===== config.mk =====
export PLATFORM = sky130hd
export DESIGN_NAME = simplez_word_tx
export DESIGN_NICKNAME = d
export VERILOG_FILES = /design/src/rtl/simplez_word_tx.sv
export SDC_FILE = /design/constraint.sdc
export NUM_CORES = 1
export LEC_CHECK = 0
export BUFFER_PORTS_ARGS = -buffer_cell sky130_fd_sc_hd__clkbuf_2
export CAP_MARGIN = 25
export CELL_PAD_IN_SITES_DETAIL_PLACEMENT = 1
export CELL_PAD_IN_SITES_GLOBAL_PLACEMENT = 1
export CORE_MARGIN = 1.5
export CORE_UTILIZATION = 52
export CTS_BUF_LIST = sky130_fd_sc_hd__clkbuf_4 sky130_fd_sc_hd__clkbuf_8
export DETAILED_ROUTE_END_ITERATION = 10
export GPL_TIMING_DRIVEN = 0
export PLACE_DENSITY = 0.87
export SYNTH_ARGS = -nofsm -noshare
export SYNTH_HDL_FRONTEND = slang
export SYNTH_SLANG_ARGS = --single-unit

===== constraint.sdc =====
create_clock -name clk -period 2.45 [get_ports clk]
set_input_delay 0.245 -clock clk [delete_from_list [all_inputs] [get_ports clk]]
set_output_delay 0.245 -clock clk [all_outputs]
set_load 0.01 [all_outputs]

===== src/rtl/simplez_word_tx.sv =====
// simplez_word_tx: output-side word transmitter for the Simplez core.
// Queues 12-bit words in a small FIFO. Each word goes off-chip as two bytes
// (low byte first, then a high byte carrying a frame marker) over a 4-phase
// strobe/ack handshake. tx_ack is asynchronous and is synchronised locally.
// Optional build macro SIMPLEZ_TX_PARITY_EN puts even parity over the word
// into bit 6 of the high byte.
module simplez_word_tx #(
  parameter int DEPTH       = 4,
  parameter int SYNC_STAGES = 2
) (
  input  logic                       clk,
  input  logic                       rst_n,
  input  logic                       ena,
  input  logic [11:0]                word_in,
  input  logic                       word_valid,
  output logic                       word_ready,
  output logic [7:0]                 tx_data,
  output logic                       tx_strobe,
  input  logic                       tx_ack,
  output logic                       tx_busy,
  output logic [$clog2(DEPTH):0]     fifo_level
);

  localparam int AW = $clog2(DEPTH);
  localparam logic [AW:0] FULL = (AW+1)'(DEPTH);

  typedef enum logic [2:0] {IDLE, LO_REQ, LO_REL, HI_REQ, HI_REL} state_t;

  state_t                 state;
  logic [11:0]            mem [DEPTH];
  logic [AW-1:0]          wr_ptr, rd_ptr;
  logic [AW:0]            level;
  logic [11:0]            hold;
  logic [SYNC_STAGES-1:0] ack_pipe;
  logic                   ack_s;
  logic                   push, pop;

  // High byte: marker in bit 7, upper nibble of the word in bits 3:0.
  function automatic logic [7:0] hi_byte(input logic [11:0] w);
    logic [7:0] b;
    b = {1'b1, 3'b000, w[11:8]};
`ifdef SIMPLEZ_TX_PARITY_EN
    b[6] = ^w;
`else
    b[6] = 1'b0;
`endif
    return b;
  endfunction

  assign word_ready = ena & (level != FULL);
  assign push       = word_valid & word_ready;
  // Pop only from IDLE, so one idle cycle separates back-to-back words.
  assign pop        = (state == IDLE) & ena & (level != '0);
  assign ack_s      = ack_pipe[SYNC_STAGES-1];
  assign tx_busy    = (state != IDLE) | (level != '0);
  assign fifo_level = level;

  // Storage array; pointers alone define emptiness so no reset is needed here.
  always_ff @(posedge clk) begin
    if (push) mem[wr_ptr] <= word_in;
  end

  // FIFO pointers and occupancy; pointers wrap naturally (DEPTH is a power of two).
  always_ff @(posedge clk or negedge rst_n) begin
    if (!rst_n) begin
      wr_ptr <= '0;
      rd_ptr <= '0;
      level  <= '0;
    end else begin
      if (push) wr_ptr <= wr_ptr + 1'b1;
      if (pop)  rd_ptr <= rd_ptr + 1'b1;
      case ({push, pop})
        2'b10:   level <= level + 1'b1;
        2'b01:   level <= level - 1'b1;
        default: level <= level;
      endcase
    end
  end

  // Synchroniser chain for the asynchronous receiver acknowledge.
  always_ff @(posedge clk or negedge rst_n) begin
    if (!rst_n) ack_pipe <= '0;
    else        ack_pipe <= {ack_pipe[SYNC_STAGES-2:0], tx_ack};
  end

  // Handshake FSM; tx_data only changes while tx_strobe is low or being raised.
  always_ff @(posedge clk or negedge rst_n) begin
    if (!rst_n) begin
      state     <= IDLE;
      tx_data   <= 8'h00;
      tx_strobe <= 1'b0;
      hold      <= '0;
    end else begin
      case (state)
        IDLE: if (pop) begin
          hold      <= mem[rd_ptr];
          tx_data   <= mem[rd_ptr][7:0];
          tx_strobe <= 1'b1;
          state     <= LO_REQ;
        end
        LO_REQ: if (ack_s) begin
          tx_strobe <= 1'b0;
          state     <= LO_REL;
        end
        LO_REL: if (!ack_s) begin
          tx_data   <= hi_byte(hold);
          tx_strobe <= 1'b1;
          state     <= HI_REQ;
        end
        HI_REQ: if (ack_s) begin
          tx_strobe <= 1'b0;
          state     <= HI_REL;
        end
        HI_REL: if (!ack_s) begin
          tx_data <= 8'h00;
          state   <= IDLE;
        end
        default: begin
          tx_strobe <= 1'b0;
          state     <= IDLE;
        end
      endcase
    end
  end

endmodule


# Yosys cells after proc, flatten, opt, wreduce, memory -nomap -nowiden
# Memories as Yosys holds them, arrays and structs flattened.
# Index checks and enable logic that the tools add are counted.
classes:
  add_sub_neg: 4
  mul: 0
  div_mod_pow: 0
  n_lt_le_gt_ge: 0
  eq_ne: 13
  n_shift: 0
  n_mux: 17
  n_bitwise: 6
  n_reduce_logical: 10
op_table:
  columns: ["cell", "count"]
  rows:
  - ["$mux 8", 3]
  - ["$pmux 8 s3", 1]
  - ["$mux 3", 5]
  - ["$pmux 3 s5", 1]
  - ["$ne 2x2->1 const B", 5]
  - ["$reduce_bool 3->1", 3]
  - ["$reduce_and 4->1", 2]
  - ["$eq 3x2->1 const B", 2]
  - ["$pmux 3 s2", 1]
  - ["$mux 1", 5]
  - ["$reduce_and 5->1", 1]
  - ["$add 2x1->2 const B", 2]
  - ["$and 1x1->1", 4]
  - ["$pmux 1 s4", 1]
  - ["$add 3x1->3 const B", 1]
  - ["$eq 3x1->1 const B", 1]
  - ["$eq 3x3->1 const B", 1]
  - ["$logic_not 3->1", 1]
  - ["$ne 3x3->1 const B", 1]
  - ["$sub 3x1->3 const B", 1]
  - ["$eq 2x1->1 const B", 1]
  - ["$eq 2x2->1 const B", 1]
  - ["$ne 2x1->1 const B", 1]
  - ["$reduce_and 2->1", 1]
  - ["4 further kinds", 4]
word_totals:
  regBits: 33
  latch_bits: 0
  mem_bits_rw: 48
  rom_bits: 0
  output_inout_bits: 14
  memories: 1
memory_table:
  columns: ["name", "words", "width", "read_ports", "rd_clocked_by_memory_dff", "wr", "line", "rtl"]
  rows:
  - ["mem", 4, 12, 1, 0, 1, "30", "logic [11:0] mem [DEPTH];"]

# Longest topological paths before layout
# Gate-level depths: netlist of the first run.
logic_depth:
  word_depth: 5
  ltp_mapped: 10

# Worst setup path after synthesis of the first run
# No wires, ideal clock.
synth_path:
  kind: "register -> register"
  from: "reg level[0], in the netlist fifo_level[0]"
  to: "reg level[2], in the netlist fifo_level[2]"
  setup_ns: 0.132
  arrival_time_ns: 1.961
  required_ns: 2.318
  path_slack_ns: 0.358
  path_stages_with_launch: 11
  path_buffers: 0
  cell_sequence: "dfrtp_1 > nor2_1 > a21boi_1 > and2_1 > inv_1 > ha_1 > inv_1 > fa_1 > xor2_1 > nor2_1 > xor2_1"
synth_between:
  elab_chain_len: 5
synth_rtl:
  columns: ["element", "line", "rtl"]
  rows:
  - ["start, declared", "32", "logic [AW:0] level;"]
  - ["start signal, assigned", "73", "2'b10: level <= level + 1'b1;"]
  - ["start signal, assigned", "74", "2'b01: level <= level - 1'b1;"]
  - ["start signal, assigned", "75", "default: level <= level;"]
  - ["$ne 3x3->1 (*)", "50", "assign word_ready = ena & (level != FULL);"]
  - ["$and 1x1->1 (*)", "50", null]
  - ["net word_ready", "16", "output logic word_ready,"]
  - ["$and 1x1->1 (*)", "51", "assign push = word_valid & word_ready;"]
  - ["$eq 2x1->1 / $eq 2x2->1 (equally long branches)", "72", "case ({push, pop})"]
  - ["$pmux 3 s2 / $reduce_bool 2->1 (equally long branches)", null, null]
# Mark *: on every way through the listed nets, which the timed path passes. The rest lies on a longest branch.
# A chain may end at the register's enable or synchronous reset.

# Final worst setup path of the first run
layout_path:
  from: "reg level[0], in the netlist fifo_level[0]"
  to: "reg level[2], in the netlist fifo_level[2]"
layout_between:
  elab_chain_len: 5
layout_rtl:
  columns: ["element", "line"]
  rows:
  - ["$ne 3x3->1", "50"]
  - ["$and 1x1->1", "50"]
  - ["$and 1x1->1", "51"]
  - ["$eq 2x1->1 / $eq 2x2->1 (equally long branches)", "72"]
  - ["$pmux 3 s2 / $reduce_bool 2->1 (equally long branches)", null]
# Parallel ways exist; a longest one is shown, timed or not.

==> results of run 1 <==
[Yosys cell counts]
cell type / n / area, um2
edfxtp_1: 48 / 1440
dfrtp_1: 25 / 626
mux4_2: 12 / 270
nor2_1: 10 / 37.5
mux2_4: 8 / 120
inv_1: 7 / 26.3
nand2_1: 7 / 26.3
o21ai_0: 7 / 35.0
ha_1: 5 / 62.6
nand3_1: 5 / 25.0
and3_1: 4 / 25.0
mux2_2: 4 / 45.0
xnor2_1: 4 / 35.0
xor2_1: 4 / 35.0
and2b_2: 3 / 26.3
and2_1: 2 / 12.5
buf_2: 2 / 10.0
buf_4: 2 / 15.0
buf_6: 2 / 22.5
clkbuf_1: 2 / 7.51
nor2b_1: 2 / 12.5
a211oi_1: 1 / 7.51
a21boi_1: 1 / 7.51
a21oi_1: 1 / 5.00
a311o_1: 1 / 10.0
fa_1: 1 / 20.0
mux2_1: 1 / 11.3
mux2i_1: 1 / 10.0
nand2b_1: 1 / 6.26
nand3b_1: 1 / 7.51
nand4bb_1: 1 / 11.3
nor4_4: 1 / 21.3
nor4b_1: 1 / 8.76
o31ai_4: 1 / 21.3
[final cells by class]
type | instances | area, um2 | share of cell area [%]
Sequential cell | 73 | 2070 | 57.9
Buffer | 8 | 55.1 | 1.54
Clock inverter | 7 | 93.8 | 2.63
Clock buffer | 9 | 124 | 3.47
Inverter | 7 | 26.3 | 0.736
Timing Repair Buffer | 35 | 193 | 5.40
Tap cell | 72 | 90.1 | 2.52
Multi-Input combinational cell | 90 | 920 | 25.8
[registers in the layout, indices dropped and copies added (netlist names)]
register and count:
ack_pipe 2, fifo_level 3, hold 4, mem 48, rd_ptr 2, state 3
tx_data 8, tx_strobe 1, wr_ptr 2
[timing repair]
action	in CTS	in global routing
hold endpoints to repair	26	0
hold buffers	2	0
endpoints found under the setup margin	0	2
setup buffers	0	3
resized for setup	0	1
[worst paths after layout]
path                               startpoint             to  slack (ns)  cells past startpoint
worst min register to register    ack_pipe[0]    ack_pipe[1]        0.36                      0
min in group asynchronous               rst_n     tx_data[5]        0.46                      2
max in group asynchronous               rst_n        hold[8]        1.58                      2
worst max-delay path            fifo_level[0]  fifo_level[2]        0.11                     10
worst min-delay path               word_in[1]      mem[3][1]        0.11                      1
worst max register to register  fifo_level[0]  fifo_level[2]        0.11                     10
[worst register-to-register path: cells and delay by family, from the launching register on]
family / cells / cell delay (ns)
buffers and inverters: 2 / 0.14
xor gates and xnor gates: 2 / 0.31
adders and majority gates: 2 / 0.56
and+or+nand+nor: 3 / 0.64
AOI/OAI and AO/OA: 1 / 0.17
DFF: 1 / 0.47
[cell families after synthesis]
kind of cell | Yosys count | share of synthesized area [%]
DFF | 73 | 67.5
and+or+nand+nor | 38 | 7.19
muxes | 26 | 14.9
buffers and inverters | 15 | 2.65
AOI/OAI and AO/OA | 12 | 2.82
xor gates and xnor gates | 8 | 2.29
adders and majority gates | 6 | 2.70
[power groups by stage]
stage / logic (W) / registers (W) / clock network, W
2_1_floorplan: 0.00113 / 0.00182 / 0
3_3_place_gp: 0.00148 / 0.00180 / 0
3_5_place_dp: 0.00156 / 0.00182 / 0
4_1_cts: 0.00159 / 0.00181 / 0.00105
5_1_grt: 0.00176 / 0.00184 / 0.00110
6_report: 0.00161 / 0.00181 / 0.00104
[layer usage]
metal | global-route usage [%] | share of wire, % | vias to the layer above
li1 | - | - | 758
met4 | 9.48 | 2.2 | 0
met3 | 6.06 | 4.6 | 12
met2 | 35.3 | 52 | 40
met5 | 0 | 0 | -
met1 | 26.9 | 41 | 848
[per-stage QoR]
step	std cells	setup TNS (ns)	util, %
2_1_floorplan	178	0	-
3_5_place_dp	280	0	58.9
3_3_place_gp	280	0	58.9
6_report	301	0	63.6
4_1_cts	298	0	63.2
5_1_grt	301	-0.0753	63.6
==> metrics.md, run 1 <==
| Metric | Value |
|---|---|
| Sequential share of power | `about two fifths` |
| Critical path class | `reg -> reg` |
| Vias per cell | `5.51` |
| Worst Max-Slew Pin Slew | `a little under 0.7 ns` |
| Initial antenna violation count | `0` |
| Later-pin clock latency in the skew report | `between 0.3 and 0.4 ns` |
| Crit path max fanout | `6` |
| Setup slack after layout | `between 0.1 and 0.15 ns` |
| Root Driver | `clkbuf_8` |
| FMAX | `427 MHz` |
| Status | `finished, final reports clean` |
| WL per Instance | `slightly above 20 um` |
| Final min period | `approximately 2.3 ns` |
| Clk pin slew, worst setup/hold paths | `approximately 0.080 ns` |
| Routed Antenna Nets | `0` |
| # diodes | `0` |
| Critical Path, Cell by Cell | `nor2_1 > a21boi_2 > and2_1 > inv_1 > ha_1 > inv_1 > fa_1 > xor2_1 > nor2_1 > xor2_1` |
| Sink Count | `73` |
| WL final | `~6200 um` |
| Setup violators final | `0` |
| Clock share of power | `between 20% and 30%` |
| Total GRT Usage | `a little over a fifth` |
| Crit-path leading delay family | `simple AND/OR/NAND/NOR gates` |
| Post-detail-place hpwl | `a little over 4000 um` |
| Max Slew Vio Count | `0` |
| Yosys Warn Count | `0` |
| Worst path required time | `2.72 ns` |
| Synth unique cells | `34` |
| Most common cell after layout, fill and taps aside | `edfxtp_1` |
| Sum of buffers and inverters on the critical path | `2` |
| Area of the mapped netlist | `3060 um2` |
| Fillers | `around 540` |
| Worst hold path class | `in -> reg` |
| Die ar. | `6360 um2` |
| Pwr/cell area | `1250 nW/um2` |
| Pre-antenna DRT Iters | `5` |
| Worst vdd ir | `approximately 0.68 mV` |
| Area after DPL | `3300 um2` |
| Die outline width | `79.8 um` |
| Gate power share | `~36%` |
| Critical Path AT | `approximately 2.6 ns` |
| Register area share after synthesis | `67.5%` |
| Initial Utilization | `a little over half` |
| # IOs | `31` |
| Cells after synthesis | `178` |
| FF+latch count, synth | `between 70 and 80` |
| Syn_area_per_cell | `17.2 um2` |
| Worst Setup Start Kind | `flip-flop` |
| CTS tree | `built` |
| Slew headroom | `between 50% and 60%` |
| Port-buffer cells | `30` |
| First-pass GRT wire length | `roughly 9800 um` |
| Clock skew | `0.00571 ns` |
| Critical Path Max Stage Delay | `roughly 0.47 ns` |
| Grt total ovfl | `0` |
| Psw | `around 0.0015 W` |
| CTS Buf Count | `9` |
| Clock buffer depth | `2` |
| Most frequent cells in the layout | `48 x edfxtp_1, 30 x clkbuf_2, 25 x dfrtp_1` |
| Die H | `around 80 um` |
| Final GP Congestion | `roughly 0.75` |
| Largest net degree at the start of global routing | `26` |
| Fin crit share | `around 96%` |
| Final Hold Fails | `0` |
| Area growth, synth to finish | `16.5%` |
| Core ar. | `5610 um2` |
| Power Total | `0.00445 W` |
| Final Cell Area | `between 3000 and 4000 um2` |
| Vias in the first global route | `approximately 1,800` |
| Nets@finish | `~250` |
| Max Cap Violations | `0` |
| DR iter-0 viols | `65` |
| Internal Power | `around 0.003 W` |
| DP Worst Slack | `about 0.14 ns` |
| Sw frac | `roughly a third` |
| H-tree Lvls | `3` |
| Crit. End Element | `flip-flop` |
| Syn_nets | `about 200` |
| Fraction of layout cells with a size suffix above 1 | `between 30% and 40%` |
| Leakage | `approximately 1.4 nW` |
| # DRC | `0` |
| WHS | `approximately 0.11 ns` |
| Row count | `27` |
| Slowest-stage cell, CP | `dfrtp_1` |
| Vias | `1,658` |
(Power assumes the default switching activity.)
==> run 2: changes to the inputs <==
- PLACE_DENSITY: 0.87 -> 0.82
==> run 2 against run 1 <==
Cell count decreased by 0.66%. Clock skew decreased by 0.0015 ns. Combinational power hardly changed.
==> metrics.md, run 2 (synthesis gave the netlist of run 1 again) <==
| Metric | Value |
|---|---|
| Die outline width | `79.8 um (unchanged)` |
| WHS | `0.122 ns (+0.00957 ns)` |
| Slew headroom | `50.2% (-4.1 points)` |
| Initial Utilization | `54.6% (unchanged)` |
| Sink Count | `73 (unchanged)` |
| Post-Route M1 WL | `2580 um (+0.90%)` |
| Final GP Congestion | `0.810 (+8.1%)` |
| Worst Max-Slew Pin Slew | `0.746 ns (+0.0618 ns)` |
| Worst hold path class | `in -> reg` |
| Nets@finish | `246 (-0.40%)` |
| Vias | `1,624 (-2.1%)` |
| Placed cells | `280 (unchanged)` |
| Largest regs | `mem: 48 flops, tx_data: 8 flops, hold: 4 flops` |
| Total GRT Usage | `21.3% (-0.29 points)` |
| Fin Setup TNS | `0 ns (unchanged)` |
| Largest net degree at the start of global routing | `26 (unchanged)` |
| Max Cap Violations | `0 (unchanged)` |
| Final Hold Fails | `0 (unchanged)` |
| Pwr/cell area | `1240 nW/um2 (-0.65%)` |
| Final min period | `2.28 ns (-0.0642 ns)` |
| Grt total ovfl | `0 (unchanged)` |
| Status | `finished, final reports clean` |
| DP Worst Slack | `0.0882 ns (-0.0477 ns)` |
| Die ar. | `6360 um2 (unchanged)` |
| Max layer used | `met4` |
| WL per Instance | `20.1 um (-1.7%)` |
| Pre-antenna DRT Iters | `4 (-1)` |
| Core ar. | `5610 um2 (unchanged)` |
| Critical Path Max Stage Delay | `0.47 ns (about the same)` |
| Critical Path, Cell by Cell | `nor2_2 > a21boi_2 > and2_1 > inv_1 > ha_1 > inv_1 > fa_1 > xor2_1 > nor2_1 > xor2_1` |
| Crit-path leading delay family | `simple AND/OR/NAND/NOR gates` |
| Post-detail-place hpwl | `4030 um (+0.10%)` |
| Most common cell after layout, fill and taps aside | `edfxtp_1` |
| Critical path class | `reg -> reg` |
| Fin util | `63.5% (-0.11 points)` |
| # DRC | `0 (unchanged)` |
| Later-pin clock latency in the skew report | `0.34 ns (about the same)` |
| Max Slew Vio Count | `0 (unchanged)` |
| Fin crit share | `93.0% (-2.6 points)` |
| Slowest-stage cell, CP | `dfrtp_1` |
| Clock skew | `0.00419 ns (-0.00152 ns)` |
| Setup violators final | `0 (unchanged)` |
| Met2 Wirelength | `3100 um (-2.8%)` |
| Die H | `79.8 um (unchanged)` |
| Sum of buffers and inverters on the critical path | `2 (unchanged)` |
| Port-buffer cells | `30 (unchanged)` |
| Vias in the first global route | `1,791 (-0.89%)` |
| DR iter-0 viols | `53 (-18%)` |
| Clock buffer depth | `2 (unchanged)` |
| Setup slack after layout | `0.172 ns (+0.0642 ns)` |
| # IOs | `31 (unchanged)` |
| Worst Setup Start Kind | `flip-flop` |
| First-pass GRT wire length | `9540 um (-2.3%)` |
| Initial antenna violation count | `0 (unchanged)` |
| CTS tree | `built` |
| Fraction of layout cells with a size suffix above 1 | `37.0% (+0.32 points)` |
| FMAX | `439 MHz (+2.8%)` |
| Post-route non-filler standard cell count | `299 (-0.66%)` |
| Row count | `27 (unchanged)` |
| Max reg flops | `48 (unchanged)` |
| Worst path required time | `2.71 ns (about the same)` |
| Vias per cell | `5.43 (-1.4%)` |
| Area growth, synth to finish | `16.3%` |
| Clk pin slew, worst setup/hold paths | `0.07 ns (about the same)` |
| Reg with most FFs | `mem` |
| Critical Path AT | `2.54 ns (-0.07 ns)` |
| Leakage | `1.40 nW (-0.76%)` |
| Most frequent cells in the layout | `48 x edfxtp_1, 30 x clkbuf_2, 25 x dfrtp_1` |
| WL final | `6010 um (-2.4%)` |
| Met3 wire length | `228 um (-19%)` |
| Root Driver | `clkbuf_8` |
| Routed Antenna Nets | `0 (unchanged)` |
| Crit. End Element | `flip-flop` |
| Crit path max fanout | `6 (unchanged)` |
| Worst vdd ir | `0.582 mV (-15%)` |
| # diodes | `0 (unchanged)` |
| CTS Buf Count | `9 (unchanged)` |
| Reg2reg setup slack | `0.17 ns (+0.06 ns)` |
| H-tree Lvls | `3 (unchanged)` |
[run 2: changes by cell type in the layout (fill, tap and decap cells not counted), sizes merged]
cell / delta
buf: -1
clkinv: -2
clkinvlp: +1
[run 2: where the power goes]
part	switching, W	internal (W)	total (W)	leakage (nW)
Clock	0.000435	0.000572	0.00101	0.102
Sequential	0.000202	0.00161	0.00181	0.733
Combinational	0.000794	0.000804	0.00160	0.564
[run 2: per-layer routing]
layer / vias up / global-route usage, %
met1: 827 / 26.2
met5: - / 0
met4: 0 / 7.24
met3: 10 / 7.54
li1: 751 / -
met2: 36 / 35.2
[run 2: layout make-up]
cell class              count  area [um2]
plain buffers               8        55.1
clock buffers               9         124
clock inverters             6        92.6
fillers                   526        2050
inverters                   7        26.3
multi-input cells          90         922
flip-flops and latches     73        2070
well taps                  72        90.1
repair buffers             34         185
[run 2: final timing paths]
kind	start	to	cells after the start
max reg2reg	fifo_level[0]	fifo_level[2]	10
max in group asynchronous	rst_n	fifo_level[0]	2
min reg2reg	ack_pipe[0]	ack_pipe[1]	0
min	word_in[8]	mem[3][8]	1
max	fifo_level[0]	fifo_level[2]	10
min in group asynchronous	rst_n	ack_pipe[0]	2
[run 2: worst reg2reg max path: stages (launching register included)]
cell	delay, ns
dfrtp_1	0.47
nor2_2	0.19
a21boi_2	0.13
and2_1	0.23
inv_1	0.08
ha_1	0.17
inv_1	0.06
fa_1	0.37
xor2_1	0.16
nor2_1	0.16
xor2_1	0.18
[run 2: repair_timing]
| item | in CTS | in global routing |
|---|---|---|
| hold buffers | 2 | 0 |
| setup buffers | 0 | 2 |
| gates resized for setup | 0 | 2 |
| hold endpoints to repair | 26 | 0 |
| endpoints found under the setup margin | 0 | 1 |
[run 2: metrics by stage]
step                power (W)  instance area (um2)
floorplan             0.00294                 3060
global placement      0.00328                 3300
detailed placement    0.00339                 3300
CTS                   0.00444                 3540
global route          0.00467                 3560
finish                0.00442                 3560
==> run 3: changes to the inputs <==
- ABC_AREA: unset -> 1
- CORE_UTILIZATION: 52 -> 48
- PLACE_DENSITY: 0.82 -> 0.81
==> run 3 against run 2 <==
Wire length rose by 18%. Die area rose by 12%. Global-route usage rose by 0.35 points. Critical path type unchanged. Highest routed layer unchanged.
==> metrics.md, run 3 <==
| Metric | Value |
|---|---|
| Most common cell after layout, fill and taps aside | `nand2_1` |
| Initial antenna violation count | `0 (unchanged)` |
| Total GRT Usage | `21.7% (+0.35 points)` |
| Setup violators final | `0 (unchanged)` |
| Nets@finish | `369 (+50%)` |
| H-tree Lvls | `3 (unchanged)` |
| Status | `finished, final reports clean` |
| Crit. End Element | `flip-flop` |
| Post-detail-place hpwl | `4740 um (+18%)` |
| Syn_nets | `322 (+60%)` |
| Critical Path Max Stage Delay | `0.46 ns (about the same)` |
| Routed Antenna Nets | `0 (unchanged)` |
| Synth cell count leaders | `90 x nand2_1, 48 x edfxtp_1, 36 x inv_1, 25 x dfrtp_1, 23 x nand3_1` |
| # IOs | `31 (unchanged)` |
| FMAX | `430 MHz (-2.0%)` |
| Largest regs | `mem: 48 flops, tx_data: 8 flops, hold: 4 flops` |
| WL final | `7080 um (+18%)` |
| Count leader, synth | `nand2_1` |
| Clock skew | `0.00859 ns (+0.00440 ns)` |
| Port-buffer cells | `30 (unchanged)` |
| Yosys Warn Count | `0 (unchanged)` |
| Pre-antenna DRT Iters | `6 (+2)` |
| Synth Flop Type | `edfxtp_1` |
| Clk pin slew, worst setup/hold paths | `0.08 ns (about the same)` |
| Most frequent cells in the layout | `90 x nand2_1, 48 x edfxtp_1, 35 x inv_1` |
| Worst Setup SP | `state[0]` |
| DR iter-0 viols | `140 (+160%)` |
| Synth unique cells | `29 (-15%)` |
| Critical path class | `reg -> reg` |
| Sink Count | `73 (unchanged)` |
| Row count | `29 (+7.4%)` |
| Hold depth | `1 (unchanged)` |
| Reg with most FFs | `mem` |
| WHS | `0.108 ns (-0.0140 ns)` |
| CTS Buf Count | `9 (unchanged)` |
| Fin Setup TNS | `0 ns (unchanged)` |
| Power Total | `0.00463 W (+4.8%)` |
| Area of the mapped netlist | `3190 um2 (+4.0%)` |
| Final min period | `2.32 ns (+0.0459 ns)` |
| Async SR Flop Fraction | `34.2% (unchanged)` |
| Syn_area_per_cell | `10.7 um2 (-38%)` |
| CTS tree | `built` |
| Later-pin clock latency in the skew report | `0.35 ns (about the same)` |
| Largest net degree at the start of global routing | `26 (unchanged)` |
| Worst Max-Slew Pin Slew | `0.741 ns (-0.00554 ns)` |
| Number of synthesized flops with an enable pin | `48 (unchanged)` |
| Critical Path, Cell by Cell | `inv_2 > nand2_4 > nor2_4 > nand3_4 > clkinv_2 > ha_1 > inv_1 > fa_1 > a21oi_2 > o21ai_1 > xor2_1` |
| Worst Setup Start Kind | `flip-flop` |
| Root Driver | `clkbuf_8` |
| Fraction of layout cells with a size suffix above 1 | `22.5% (-14 points)` |
| Post-synth top area share | `45.2% (-1.8 points)` |
| Leading area contributor after synthesis | `edfxtp_1` |
| Worst vdd ir | `0.853 mV (+47%)` |
| Final GP Congestion | `0.770 (-5.0%)` |
| Slew headroom | `50.4% (+0.19 points)` |
| Vias in the first global route | `2,326 (+30%)` |
| Synth top area cells | `edfxtp_1 45%, dfrtp_1 20%, nand2_1 11%` |
| WL per Instance | `16.5 um (-18%)` |
| DP Worst Slack | `0.149 ns (+0.0611 ns)` |
| Worst Hold Path EP | `mem[3][2]` |
| Max Cap Violations | `0 (unchanged)` |
| Pwr/cell area | `1240 nW/um2 (+0.26%)` |
| Reg2Reg Depth | `11 (+1)` |
| Core ar. | `6390 um2 (+14%)` |
| First-pass GRT wire length | `11,600 um (+21%)` |
| Leakage | `1.70 nW (+21%)` |
| Vias per cell | `5.18 (-4.7%)` |
| Worst hold path class | `in -> reg` |
| Fin crit share | `94.9% (+1.9 points)` |
| Clock buffer depth | `2 (unchanged)` |
| # DRC | `0 (unchanged)` |
| Grt total ovfl | `0 (unchanged)` |
| Hold path start | `word_in[2]` |
| Cells after synthesis | `299 (+68%)` |
| Die outline width | `84.5 um (+5.9%)` |
| Vias | `2,216 (+36%)` |
| Register area share after synthesis | `64.9% (-2.6 points)` |
| RSZ-0062 raised after global routing | `no` |
| FF+latch count, synth | `73 (unchanged)` |
| Final Hold Fails | `0 (unchanged)` |
| Area growth, synth to finish | `16.9%` |
| Post-CTS setup buffers | `0 (unchanged)` |
| Crit path max fanout | `7 (+1)` |
| Die ar. | `7140 um2 (+12%)` |
| Critical Path AT | `2.55 ns (about the same)` |
| Reg2reg setup slack | `0.13 ns (-0.05 ns)` |
| Max reg flops | `48 (unchanged)` |
| R2r endpoint | `fifo_level[2]` |
| # diodes | `0 (unchanged)` |
| Worst path required time | `2.68 ns (-0.03 ns)` |
| Die H | `84.5 um (+5.9%)` |
| Initial Utilization | `49.9% (-4.7 points)` |
| Max Slew Vio Count | `0 (unchanged)` |
| Slowest-stage cell, CP | `dfrtp_2` |
| Setup slack after layout | `0.126 ns (-0.0459 ns)` |
| Worst R2R Start | `state[0]` |
==> run 3: timing repair <==
item                                    4_1_cts  5_1_grt
resized for setup                             2        3
endpoints found under the hold margin        26        0
endpoints found under the setup margin        1        1
hold buffers                                  2        0
==> run 3: per-stage QoR <==
step                utilization [%]  cells  instance area, um2
finish                         58.3    428                3720
global route                   58.3    428                3720
CTS                            58.2    428                3720
detailed placement             54.4    410                3470
global placement               53.8    406                3430
floorplan                         -    299                3190
==> run 3: worst max-delay path: cells and delay by family, from the launching register on <==
kind | cells | cell delay (ns)
AOI/OAI and AO/OA | 2 | 0.30
xor gates and xnor gates | 1 | 0.16
adders and majority gates | 2 | 0.58
buffers and inverters | 3 | 0.31
DFF | 1 | 0.46
and+or+nand+nor | 3 | 0.40
==> run 3: worst max path at each step <==
stage	end	slack, ns	depth (start not counted)
floorplan	mem[0][0]	0.40	4
finish	fifo_level[2]	0.13	11
global route	fifo_level[2]	0.02	11
CTS	fifo_level[2]	0.04	11
global placement	mem[1][2]	0.12	4
detailed placement	fifo_level[2]	0.15	11
==> run 3: power breakdown <==
part	internal (W)	leakage, nW	switching [W]	total (W)
registers	0.00160	0.739	0.000167	0.00176
logic	0.000631	0.851	0.00119	0.00182
clock network	0.000573	0.106	0.000474	0.00105
==> run 3: cell type report <==
class	count	area, um2
Fill cell	710	2660
Sequential cell	73	2070
Multi-Input combinational cell	178	927
Timing Repair Buffer	36	211
Inverter	40	151
Clock buffer	9	124
Tap cell	77	96.3
Clock inverter	7	93.8
Buffer	8	52.6
==> run 3: metal layers <==
| layer | global-route usage [%] | part of all wire, % |
|---|---|---|
| met5 | 0 | 0 |
| met1 | 26.9 | 42 |
| met4 | 10.7 | 2.0 |
| met2 | 36.1 | 51 |
| met3 | 4.52 | 4.3 |
==> run 3: cells by family (layout without fill, tap and decap cells) <==
| kind of cell | Yosys count | in the layout | share of synthesized area [%] |
|---|---|---|---|
| AOI/OAI and AO/OA | 25 | 25 | 4.71 |
| xor gates and xnor gates | 4 | 4 | 1.10 |
| adders and majority gates | 6 | 6 | 2.59 |
| buffers and inverters | 48 | 100 | 6.40 |
| DFF | 73 | 73 | 64.9 |
| and+or+nand+nor | 143 | 143 | 20.3 |
